===== src/rtl/trace_arbiter_pkg.sv =====
// Shared types and default parameters for the trace arbiter slice.
package trace_arbiter_pkg;

  localparam int NUM_REQ_DEF = 4;
  localparam int DATA_W_DEF  = 16;
  localparam int TS_W_DEF    = 32;
  localparam int DEPTH_DEF   = 4;
  localparam int SRC_W_DEF   = $clog2(NUM_REQ_DEF);

  // Field order matches the packed record stored in trace_fifo (ts in the MSBs).
  typedef struct packed {
    logic [TS_W_DEF-1:0]   ts;
    logic [SRC_W_DEF-1:0]  src;
    logic [DATA_W_DEF-1:0] data;
  } trace_rec_t;

  function automatic int rec_width(input int ts_w, input int num_req, input int data_w);
    return ts_w + $clog2(num_req) + data_w;
  endfunction

endpackage


===== src/rtl/trace_fifo.sv =====
// Synchronous FIFO holding packed trace records; head is read straight from storage.
module trace_fifo
  import trace_arbiter_pkg::*;
#(
  parameter int DEPTH = DEPTH_DEF,
  parameter int W     = rec_width(TS_W_DEF, NUM_REQ_DEF, DATA_W_DEF)
) (
  input  logic                     clk,
  input  logic                     reset,
  input  logic                     push,
  input  logic [W-1:0]             push_data,
  input  logic                     pop,
  output logic [W-1:0]             head,
  output logic [$clog2(DEPTH):0]   count
);

  localparam int AW = $clog2(DEPTH);

  logic [W-1:0]  mem_r [DEPTH];
  logic [AW-1:0] wr_ptr_r;
  logic [AW-1:0] rd_ptr_r;
  logic [AW:0]   count_r;
  logic          do_push_s;
  logic          do_pop_s;

  assign do_push_s = push && (count_r != (AW+1)'(DEPTH));
  assign do_pop_s  = pop && (count_r != {(AW+1){1'b0}});

  // Storage array, no reset needed: entries are only read once counted valid.
  always_ff @(posedge clk) begin
    if (do_push_s && !reset) begin
      mem_r[wr_ptr_r] <= push_data;
    end
  end

  // Pointers and occupancy; pointers wrap naturally since DEPTH is a power of two.
  always_ff @(posedge clk) begin
    if (reset) begin
      wr_ptr_r <= {AW{1'b0}};
      rd_ptr_r <= {AW{1'b0}};
      count_r  <= {(AW+1){1'b0}};
    end else begin
      wr_ptr_r <= do_push_s ? wr_ptr_r + AW'(1) : wr_ptr_r;
      rd_ptr_r <= do_pop_s  ? rd_ptr_r + AW'(1) : rd_ptr_r;
      case ({do_push_s, do_pop_s})
        2'b10:   count_r <= count_r + (AW+1)'(1);
        2'b01:   count_r <= count_r - (AW+1)'(1);
        default: count_r <= count_r;
      endcase
    end
  end

  assign head  = mem_r[rd_ptr_r];
  assign count = count_r;

endmodule


===== src/rtl/trace_arbiter.sv =====
// Round-robin trace arbiter: grants one requester per cycle, timestamps the
// record with the free-running tsc and queues it for the sink.
module trace_arbiter
  import trace_arbiter_pkg::*;
#(
  parameter int NUM_REQ = NUM_REQ_DEF,
  parameter int DATA_W  = DATA_W_DEF,
  parameter int TS_W    = TS_W_DEF,
  parameter int DEPTH   = DEPTH_DEF
) (
  input  logic                        clk,
  input  logic                        reset,
  input  logic                        en,
  input  logic [NUM_REQ-1:0]          req_valid,
  input  logic [NUM_REQ*DATA_W-1:0]   req_data,
  output logic [NUM_REQ-1:0]          req_ready,
  output logic                        out_valid,
  input  logic                        out_ready,
  output logic [TS_W-1:0]             out_ts,
  output logic [$clog2(NUM_REQ)-1:0]  out_src,
  output logic [DATA_W-1:0]           out_data,
  output logic [TS_W-1:0]             tsc
);

  localparam int SRC_W = $clog2(NUM_REQ);
  localparam int REC_W = rec_width(TS_W, NUM_REQ, DATA_W);
  localparam int CW    = $clog2(DEPTH) + 1;

  logic [TS_W-1:0]  tsc_r;
  logic [SRC_W-1:0] last_grant_r;
  logic             found_s;
  logic [SRC_W-1:0] grant_idx_s;
  logic             full_s;
  logic [CW-1:0]    fifo_count_s;
  logic [REC_W-1:0] push_data_s;
  logic [REC_W-1:0] head_s;
  logic             pop_s;

  assign full_s = (fifo_count_s == CW'(DEPTH));

  // Round-robin search starting just after the last granted requester.
  always_comb begin
    found_s     = 1'b0;
    grant_idx_s = {SRC_W{1'b0}};
    if (reset || !en || full_s) begin
      found_s = 1'b0;
    end else begin
      for (int k = 1; k <= NUM_REQ; k++) begin
        if (!found_s && req_valid[(int'(last_grant_r) + k) % NUM_REQ]) begin
          found_s     = 1'b1;
          grant_idx_s = SRC_W'((int'(last_grant_r) + k) % NUM_REQ);
        end else begin
          found_s = found_s;
        end
      end
    end
  end

  assign req_ready   = found_s ? ({{(NUM_REQ-1){1'b0}}, 1'b1} << grant_idx_s) : {NUM_REQ{1'b0}};
  assign push_data_s = {tsc_r, grant_idx_s, req_data[int'(grant_idx_s)*DATA_W +: DATA_W]};

  // Free-running timestamp and round-robin pointer; reset favours requester 0.
  always_ff @(posedge clk) begin
    if (reset) begin
      tsc_r        <= {TS_W{1'b0}};
      last_grant_r <= SRC_W'(NUM_REQ - 1);
    end else begin
      tsc_r        <= tsc_r + TS_W'(1);
      last_grant_r <= found_s ? grant_idx_s : last_grant_r;
    end
  end

  assign out_valid = (fifo_count_s != {CW{1'b0}});
  assign pop_s     = out_valid && out_ready;

  trace_fifo #(
    .DEPTH (DEPTH),
    .W     (REC_W)
  ) u_fifo (
    .clk       (clk),
    .reset     (reset),
    .push      (found_s),
    .push_data (push_data_s),
    .pop       (pop_s),
    .head      (head_s),
    .count     (fifo_count_s)
  );

  assign out_ts   = head_s[REC_W-1 -: TS_W];
  assign out_src  = head_s[DATA_W +: SRC_W];
  assign out_data = head_s[DATA_W-1:0];
  assign tsc      = tsc_r;

endmodule


===== config.mk =====
export PLATFORM = sky130hd
export DESIGN_NAME = trace_arbiter
export DESIGN_NICKNAME = d
export VERILOG_FILES = /design/src/rtl/trace_arbiter_pkg.sv /design/src/rtl/trace_fifo.sv /design/src/rtl/trace_arbiter.sv
export SDC_FILE = /design/constraint.sdc
export NUM_CORES = 1
export LEC_CHECK = 0
export ABC_CLOCK_PERIOD_IN_PS = 9100
export CORE_MARGIN = 4
export CORE_UTILIZATION = 50
export DETAILED_ROUTE_END_ITERATION = 6
export DONT_BUFFER_PORTS = 1
export HOLD_SLACK_MARGIN = 0.1
export SYNTH_ARGS = -nofsm -noshare
export SYNTH_HDL_FRONTEND = slang
export SYNTH_SLANG_ARGS = --single-unit

===== constraint.sdc =====
create_clock -name clk -period 9.1 [get_ports clk]
set_input_delay 2.73 -clock clk [delete_from_list [all_inputs] [get_ports clk]]
set_output_delay 2.73 -clock clk [all_outputs]
set_load 0.01 [all_outputs]

==> impl_metrics.env, run 1 <==
export IMPL_r2r_end="u_fifo.mem_r[0][18]"
export IMPL_netlist_top_cells_area="edfxtp_1 59%, mux4_2 11%, dfxtp_1 8.5%"
export IMPL_max_cap_viol_count=0
export IMPL_period_needed_ns=7.41
export IMPL_cts_max_level=1
export IMPL_cts_tree="yes"
export IMPL_mostFrequentLayoutCell="edfxtp_1"
export IMPL_crit_slowest_cell="o22ai_2"
export IMPL_worstHoldEndpoint="u_fifo.count[2]"
export IMPL_syn_num_nets=709
export IMPL_final_cell_mix="200 x edfxtp_1, 50 x mux4_2, 46 x nor2_1, 41 x dfxtp_1"
export IMPL_cts_buffer_depth=3
export IMPL_whs_ns=0.509
export IMPL_drt_iter0_drc=382
export IMPL_finalCritPeriodShare_pct=81.4
export IMPL_io_pins=159
export IMPL_ys_flop_type="edfxtp_1"
export IMPL_rows=51
export IMPL_path_class="primary input to output port"
export IMPL_wl_per_cell_um=22.4
export IMPL_grt_pass1_wl_mm=30.6
export IMPL_rsz0062_at_grt="no"
export IMPL_relSlewSlack_pct=29.5
export IMPL_io_buffers=0
export IMPL_async_reset_ff_share_pct=0
export IMPL_reg2regPathDepth=5
export IMPL_final_setup_viol_count=0
export IMPL_cts_resized=0
export IMPL_grt_max_degree=51
export IMPL_critPathMaxStageDelay_ns=0.61
export IMPL_setup_tns_ns=0
export IMPL_netlist_instances=630
export IMPL_synth_edf_count=200
export IMPL_finalHoldViolations=0
export IMPL_antenna_found_initial=0
export IMPL_die_h_um=150
export IMPL_status="finished, final reports clean"
export IMPL_initial_core_util_pct=51.4
export IMPL_worstSkewPairLatency_ns=0.51
export IMPL_crit_arrival_ns=4.68
export IMPL_syn2layout_area_growth_pct=9.28
export IMPL_synth_cell_types=43
export IMPL_vias=5189
export IMPL_gp_congestion=0.788
export IMPL_path_common_cell="nor2_1"
export IMPL_ys_seq_elements=243
export IMPL_preCtsSetupSlack_ns=1.68
export IMPL_crit_family="simple AND/OR/NAND/NOR gates"
export IMPL_slew_violations=0
export IMPL_post_dp_hpwl_mm=12.8
export IMPL_grt_ovfl_total=0
export IMPL_viasPerCell=5.83
export IMPL_fin_nets=684
export IMPL_r2r_slack_ns=6.20
export IMPL_tightest_slew_ns=1.06
export IMPL_crit_path_start_kind="primary input"
export IMPL_grt_pass1_vias=5392
export IMPL_grt_usage_pct=17.5
export IMPL_cts_root_buf="clkbuf_16"
export IMPL_ys_seq_area_share_pct=67.8
export IMPL_worst_slack_ns=1.69
export IMPL_crit_required_ns=6.37
export IMPL_cts_hold_fix_buffers=0
export IMPL_antenna_cells=0
export IMPL_power_density_nw_per_um2=255
export IMPL_coreArea_um2=19700
export IMPL_hold_depth=2
export IMPL_syn_avg_cell_area_um2=16.1
export IMPL_cp_max_fo=46
export IMPL_cp_end_kind="output port"
export IMPL_crit_buf_inv=1
export IMPL_hp_class="flip-flop to flip-flop"
export IMPL_hp_start="u_fifo.count[2]"
export IMPL_die_w_um=150
export IMPL_yosysTopAreaCell="edfxtp_1"
export IMPL_cts_sinks=243
export IMPL_ys_warn_count=0
export IMPL_finalPower_mw=2.82
export IMPL_drt_first_pass_iters=5
export IMPL_drc=0
export IMPL_clk_pin_slew_ns=0.06
export IMPL_instances_no_fill=890
export IMPL_r2r_start="u_fifo.count[0]"
export IMPL_ant_nets=0
export IMPL_clock_skew_ns=0.0104
export IMPL_die_area_um2=22600
export IMPL_wirelength_mm=20.0
export IMPL_clock_fmax_mhz=135
export IMPL_synth_top_area_share_pct=59.3
export IMPL_dp_cells=842
export IMPL_vdd_ir_drop_max_mv=0.172
export IMPL_netlist_area_um2=10100
export IMPL_drive_above_1_share_pct=19.2
export IMPL_postCtsSetupBuffers=0
export IMPL_cts_buffers=26
export IMPL_path_cells="nand2b_1 > a21o_1 > nor2_1 > inv_1 > o22ai_2 > nor2_1"
export IMPL_p_leak_nw=3.62
## metrics by stage
stage / instance area, µm² / utilization [%]
finish: 11100 / 56.1
global route: 11100 / 56.1
CTS: 11100 / 56.1
detailed placement: 10200 / 51.6
global placement: 10200 / 51.6
floorplan: 10100 / -
## worst register-to-register path: cells and delay by family, from the launching register on
kind / cells / cell delay, ns
and+or+nand+nor: 3 / 1.39
buffers and inverters: 1 / 0.51
DFF: 1 / 0.38
AOI/OAI and AO/OA: 1 / 0.26
## cell families after synthesis
logic type                 after synthesis  share of synthesized area (%)
adders and majority gates                7                          0.939
xor gates and xnor gates                29                           2.51
AOI/OAI and AO/OA                       38                           2.78
buffers and inverters                   87                           4.66
and+or+nand+nor                        158                           8.33
DFF                                    243                           67.8
muxes                                   68                           13.0
## area by class of cell
cell class | instances | area, µm²
clock buffer | 35 | 746
multi-input combinational | 300 | 2810
fill | 1496 | 8650
tap | 265 | 332
sequential | 243 | 6870
timing repair buffer | 8 | 60.1
inverter | 26 | 97.6
clock inverter | 13 | 154
## power breakdown
part           leakage [nW]  switching, mW  internal, mW  total (mW)
registers              2.20         0.0854          1.26        1.35
logic                 0.981          0.204         0.192       0.396
clock network         0.440          0.411         0.662        1.07
## routing by layer
metal  up-vias  track usage [%]  wire length, µm
met2       160             29.9             9970
met3        38             4.52             1350
met4         0             5.03              517
met1      2668             22.4             8140
li1       2323                -                -
met5         -                0                0
## cells in the mapped netlist, drive strengths merged (8+ instances only)
library cell,count
nor2b,15
nand3,27
mux2i,16
xnor2,15
nor3,9
buf,42
dfxtp,43
edfxtp,200
nand2,15
mux4,50
and2,8
a21oi,8
inv,26
nor2,46
xor2,14
nand4,10
o221ai,16
clkbuf,19
## worst max-delay path by stage
stage	startpoint	to	slack [ns]	cells after the start
after floorplan	reset	req_ready[2]	2.23	6
after global placement	reset	req_ready[0]	1.83	6
after detailed placement	reset	req_ready[0]	1.68	6
after CTS	reset	req_ready[0]	1.69	6
after global routing	reset	req_ready[0]	1.53	6
final	reset	req_ready[0]	1.69	6
## state kept, by name (all words and copies together) (netlist names), named ones only
register         count
last_grant_r         2
tsc                 32
u_fifo.rd_ptr_r      2
u_fifo.count         3
u_fifo.wr_ptr_r      2
u_fifo.mem_r       200
No activity file was read; power rests on OpenSTA's default activity.
==> run 2, diff against run 1 <==
Settings changed: ABC_CLOCK_PERIOD_IN_PS 9100 to 6500, PLACE_DENSITY from default to 0.68.
Clock period 9.1 ns to 6.5 ns, I/O delays scaled along.
==> run 2 against run 1 <==
  * Critical path depth is 1 higher
  * Non-clock buffer count grew 3
  * Clock power grew 22%
  * Clock-buffer cell count increased by 3
  * Core utilization fell by 0.66 points
  * Hold slack improved by 0.046 ns
  * Final area shrank 1.2%
  * Via count is 1.3% higher
  * Critical endpoint is now req_ready[1]
  * Largest cell class unchanged
==> impl_metrics.env, run 2 (synthesis gave the netlist of run 1 again) <==
export IMPL_status="finished, final reports clean"
export IMPL_grt_max_degree=51
export IMPL_mostFrequentLayoutCell="edfxtp_1"
export IMPL_cts_buffer_depth=3
export IMPL_clk_pin_slew_ns=0.06
export IMPL_instances_no_fill=889
export IMPL_gp_congestion=0.783
export IMPL_finalHoldViolations=0
export IMPL_cp_num_cells=7
export IMPL_final_setup_viol_count=0
export IMPL_rows=51
export IMPL_fin_nets=685
export IMPL_max_cap_viol_count=0
export IMPL_antenna_found_initial=0
export IMPL_post_route_util_pct=55.5
export IMPL_drt_first_pass_iters=5
export IMPL_worstSkewPairLatency_ns=0.50
export IMPL_cts_hold_fix_buffers=0
export IMPL_setup_tns_ns=0
export IMPL_slew_violations=0
export IMPL_p_leak_nw=3.56
export IMPL_tightest_slew_ns=1.04
export IMPL_reg2regPathDepth=6
export IMPL_coreArea_um2=19700
export IMPL_crit_slowest_cell="nor2_1"
export IMPL_cts_buffers=24
export IMPL_finalPower_mw=3.75
export IMPL_rsz0062_at_grt="no"
export IMPL_largest_register="u_fifo.mem_r"
export IMPL_syn2layout_area_growth_pct=7.99
export IMPL_crit_family="simple AND/OR/NAND/NOR gates"
export IMPL_grt_pass1_vias=5480
export IMPL_path_cells="nand2b_1 > a21o_1 > nor2_1 > buf_4 > inv_1 > nor2_1 > and2_1"
export IMPL_cts_sinks=243
export IMPL_hp_class="flip-flop to flip-flop"
export IMPL_crit_path_start_kind="primary input"
export IMPL_grt_pass1_wl_mm=31.0
export IMPL_drive_above_1_share_pct=17.8
export IMPL_ant_nets=0
export IMPL_die_w_um=150
export IMPL_largest_reg_flops=200
export IMPL_io_pins=159
export IMPL_vdd_ir_drop_max_mv=0.253
export IMPL_final_cell_mix="200 x edfxtp_1, 50 x mux4_2, 46 x nor2_1, 41 x dfxtp_1, 27 x nand3_1"
export IMPL_grt_ovfl_total=0
export IMPL_cts_tree="yes"
export IMPL_vias=5258
export IMPL_cts_root_buf="clkbuf_16"
export IMPL_postCtsSetupBuffers=0
export IMPL_drc=0
export IMPL_critPathMaxStageDelay_ns=0.27
export IMPL_power_density_nw_per_um2=343
export IMPL_cts_resized=0
export IMPL_antenna_cells=0
export IMPL_wirelength_mm=20.0
export IMPL_cp_end_kind="output port"
export IMPL_r2r_start="u_fifo.count[0]"
export IMPL_cp_max_fo=46
export IMPL_clock_fmax_mhz=191
export IMPL_crit_buf_inv=2
export IMPL_relSlewSlack_pct=30.9
export IMPL_period_needed_ns=5.24
export IMPL_whs_ns=0.555
export IMPL_path_common_cell="nor2_1"
export IMPL_r2r_slack_ns=3.89
export IMPL_hold_depth=2
export IMPL_hp_start="u_fifo.rd_ptr_r[1]"
export IMPL_die_area_um2=22600
export IMPL_grt_usage_pct=17.7
export IMPL_crit_required_ns=4.55
export IMPL_viasPerCell=5.91
export IMPL_crit_path_start="reset"
export IMPL_drt_iter0_drc=354
export IMPL_crit_arrival_ns=3.29
export IMPL_io_buffers=0
export IMPL_cts_max_level=1
export IMPL_die_h_um=150
export IMPL_wl_per_cell_um=22.5
export IMPL_clock_skew_ns=0.00923
export IMPL_dp_cells=845
export IMPL_post_dp_hpwl_mm=13.1
export IMPL_initial_core_util_pct=51.4
export IMPL_path_class="primary input to output port"
export IMPL_finalCritPeriodShare_pct=80.6
[run 2: cell types whose count changed in the layout (fill, tap and decap cells not counted), sizes merged]
cell,delta
buf,+3
clkbuf,+3
bufinv,-2
inv,-1
clkinv,-2
clkinvlp,-2
[run 2: worst register-to-register path, cell delays in order, from the launching register on]
cell and delay, ns:
dfxtp_1 0.39, nor2_1 0.08, a21o_1 0.25, nor2_1 0.14, buf_4 0.18, and2_2 0.81, buf_4 0.44
[run 2: layout make-up]
class	instances	area, µm²
fillers	1529	8780
flip-flops and latches	243	6870
multi-input cells	300	2810
clock buffers	38	694
well taps	265	332
inverters	26	97.6
repair buffers	11	82.6
clock inverters	6	52.6
[run 2: worst paths after layout]
| check | end |
|---|---|
| worst max-delay path | req_ready[1] |
| worst min-delay path | u_fifo.rd_ptr_r[1] |
| worst max register to register | u_fifo.mem_r[2][6] |
| worst min register to register | u_fifo.rd_ptr_r[1] |
[run 2: power by group]
part           total [mW]  internal, mW  switching, mW  leakage (nW)
Combinational       0.559         0.272          0.287         0.997
Clock                1.31         0.770          0.535         0.364
Sequential           1.89          1.77          0.119          2.20
Total                3.75          2.81          0.941          3.56
[run 2: layer usage]
layer	share of wire (%)	wire length [µm]	vias to the layer above	global-route usage [%]
met5	0	0	-	0
met4	3.0	593	0	5.67
met3	7.4	1480	45	4.67
met2	51	10200	176	30.6
met1	39	7730	2705	21.8
li1	-	-	2332	-
[run 2: per-stage QoR]
| step | instance area [µm²] | worst slack (ns) |
|---|---|---|
| 6_report | 10900 | 1.26 |
| 5_1_grt | 10900 | 1.17 |
| 4_1_cts | 10900 | 1.30 |
| 3_5_place_dp | 10200 | 1.31 |
| 3_3_place_gp | 10200 | 1.35 |
| 2_1_floorplan | 10100 | 1.19 |
==> run 3, diff against run 2 <==
Settings changed: ABC_CLOCK_PERIOD_IN_PS 6500 to 5200, PLACE_DENSITY 0.68 to default.
Clock period 6.5 ns to 5.2 ns, I/O delays scaled along.
==> run 3 against run 2 <==
  * Combinational power is 25% higher
  * Power is 32% higher
  * Hold slack worse by 0.026 ns
  * Highest routed layer unchanged
  * Sequential power increased by 25%
  * Largest power group unchanged
  * Core utilization rose by 1.1 points
  * Clock skew about the same
  * Critical endpoint unchanged
==> impl_metrics.env, run 3 (synthesis gave the netlist of run 1 again) <==
export IMPL_die_area_um2=22600
export IMPL_r2r_slack_ns=2.78
export IMPL_slew_violations=0
export IMPL_cp_max_fo=46
export IMPL_crit_path_start_kind="primary input"
export IMPL_worstSkewPairLatency_ns=0.51
export IMPL_cts_resized=0
export IMPL_crit_arrival_ns=2.86
export IMPL_crit_required_ns=3.64
export IMPL_clk_pin_slew_ns=0.06
export IMPL_mostFrequentLayoutCell="edfxtp_1"
export IMPL_grt_ovfl_total=0
export IMPL_initial_core_util_pct=51.4
export IMPL_relSlewSlack_pct=30.2
export IMPL_viasPerCell=5.77
export IMPL_gp_congestion=0.794
export IMPL_rows=51
export IMPL_drc=0
export IMPL_power_density_nw_per_um2=444
export IMPL_cts_max_level=1
export IMPL_io_pins=159
export IMPL_drt_iter0_drc=332
export IMPL_status="finished, final reports clean"
export IMPL_grt_usage_pct=17.8
export IMPL_post_route_util_pct=56.6
export IMPL_coreArea_um2=19700
export IMPL_hold_depth=2
export IMPL_final_cell_mix="200 x edfxtp_1, 50 x mux4_2, 46 x nor2_1, 41 x dfxtp_1"
export IMPL_cts_tree="yes"
export IMPL_cp_end_kind="output port"
export IMPL_r2r_start="last_grant_r[0]"
export IMPL_tightest_slew_ns=1.05
export IMPL_drive_above_1_share_pct=19.1
export IMPL_grt_pass1_wl_mm=31.2
export IMPL_post_dp_hpwl_mm=13.0
export IMPL_hp_start="u_fifo.count[2]"
export IMPL_vdd_ir_drop_max_mv=0.280
export IMPL_postCtsSetupBuffers=0
export IMPL_clock_skew_ns=0.00887
export IMPL_rsz0062_at_grt="no"
export IMPL_finalHoldViolations=0
export IMPL_syn2layout_area_growth_pct=10.1
export IMPL_max_cap_viol_count=0
export IMPL_clock_fmax_mhz=226
export IMPL_largest_register="u_fifo.mem_r"
export IMPL_grt_pass1_vias=5362
export IMPL_grt_max_degree=51
export IMPL_antenna_cells=0
export IMPL_die_h_um=150
export IMPL_largest_reg_flops=200
export IMPL_final_setup_viol_count=0
export IMPL_vias=5157
export IMPL_reg2regPathDepth=6
export IMPL_drt_first_pass_iters=4
export IMPL_wirelength_mm=20.2
export IMPL_period_needed_ns=4.42
export IMPL_wl_per_cell_um=22.5
export IMPL_io_buffers=0
export IMPL_ant_nets=0
export IMPL_finalPower_mw=4.95
export IMPL_hp_class="flip-flop to flip-flop"
export IMPL_p_leak_nw=3.65
export IMPL_cts_buffer_depth=3
export IMPL_antenna_found_initial=0
export IMPL_cts_root_buf="clkbuf_16"
export IMPL_finalCritPeriodShare_pct=84.9
export IMPL_cts_buffers=26
export IMPL_whs_ns=0.529
export IMPL_fin_nets=688
export IMPL_fillers=1518
export IMPL_r2r_end="u_fifo.mem_r[0][14]"
export IMPL_worstHoldEndpoint="u_fifo.count[2]"
export IMPL_cts_sinks=243
export IMPL_path_class="primary input to output port"
export IMPL_setup_tns_ns=0
export IMPL_die_w_um=150
export IMPL_cts_hold_fix_buffers=0
==> run 3: layer usage <==
metal	routed length [µm]	GRT usage, %	vias to the layer above
met5	0	0	-
met4	495	4.85	0
met2	10200	30.2	128
met3	1260	4.27	39
met1	8190	23.3	2649
li1	-	-	2341
==> run 3: worst max path at each step <==
stage                     cells after the start   from            to
after floorplan                               6  reset  req_ready[2]
after global placement                        7  reset  req_ready[1]
after detailed placement                      7  reset  req_ready[1]
after CTS                                     7  reset  req_ready[1]
after global routing                          7  reset  req_ready[1]
final                                         7  reset  req_ready[1]
==> run 3: area by class of cell <==
class	instances	area [µm²]	area share, %
inverters	26	97.6	0.875
clock buffers	37	743	6.66
well taps	265	332	2.97
repair buffers	12	140	1.26
clock inverters	11	161	1.45
flip-flops and latches	243	6870	61.6
multi-input cells	300	2810	25.2
==> run 3: critical path, stage by stage <==
cell and delay, ns:
nand2b_1 0.16, a21o_1 0.23, nor2_1 0.13, buf_4 0.17, inv_1 0.10, nor2_1 0.25
and2_1 0.23
==> run 3: through the flow <==
stage               std cells  setup WS [ns]  cell area [µm²]
floorplan                 630          0.665            10100
global placement          846          0.854            10200
detailed placement        846          0.806            10200
CTS                       894          0.806            11200
global route              894          0.668            11200
finish                    894          0.785            11200
==> run 3: power breakdown <==
part	internal [mW]	switching, mW
Combinational	0.345	0.353
Sequential	2.21	0.148
Clock	1.19	0.702
Total	3.75	1.20
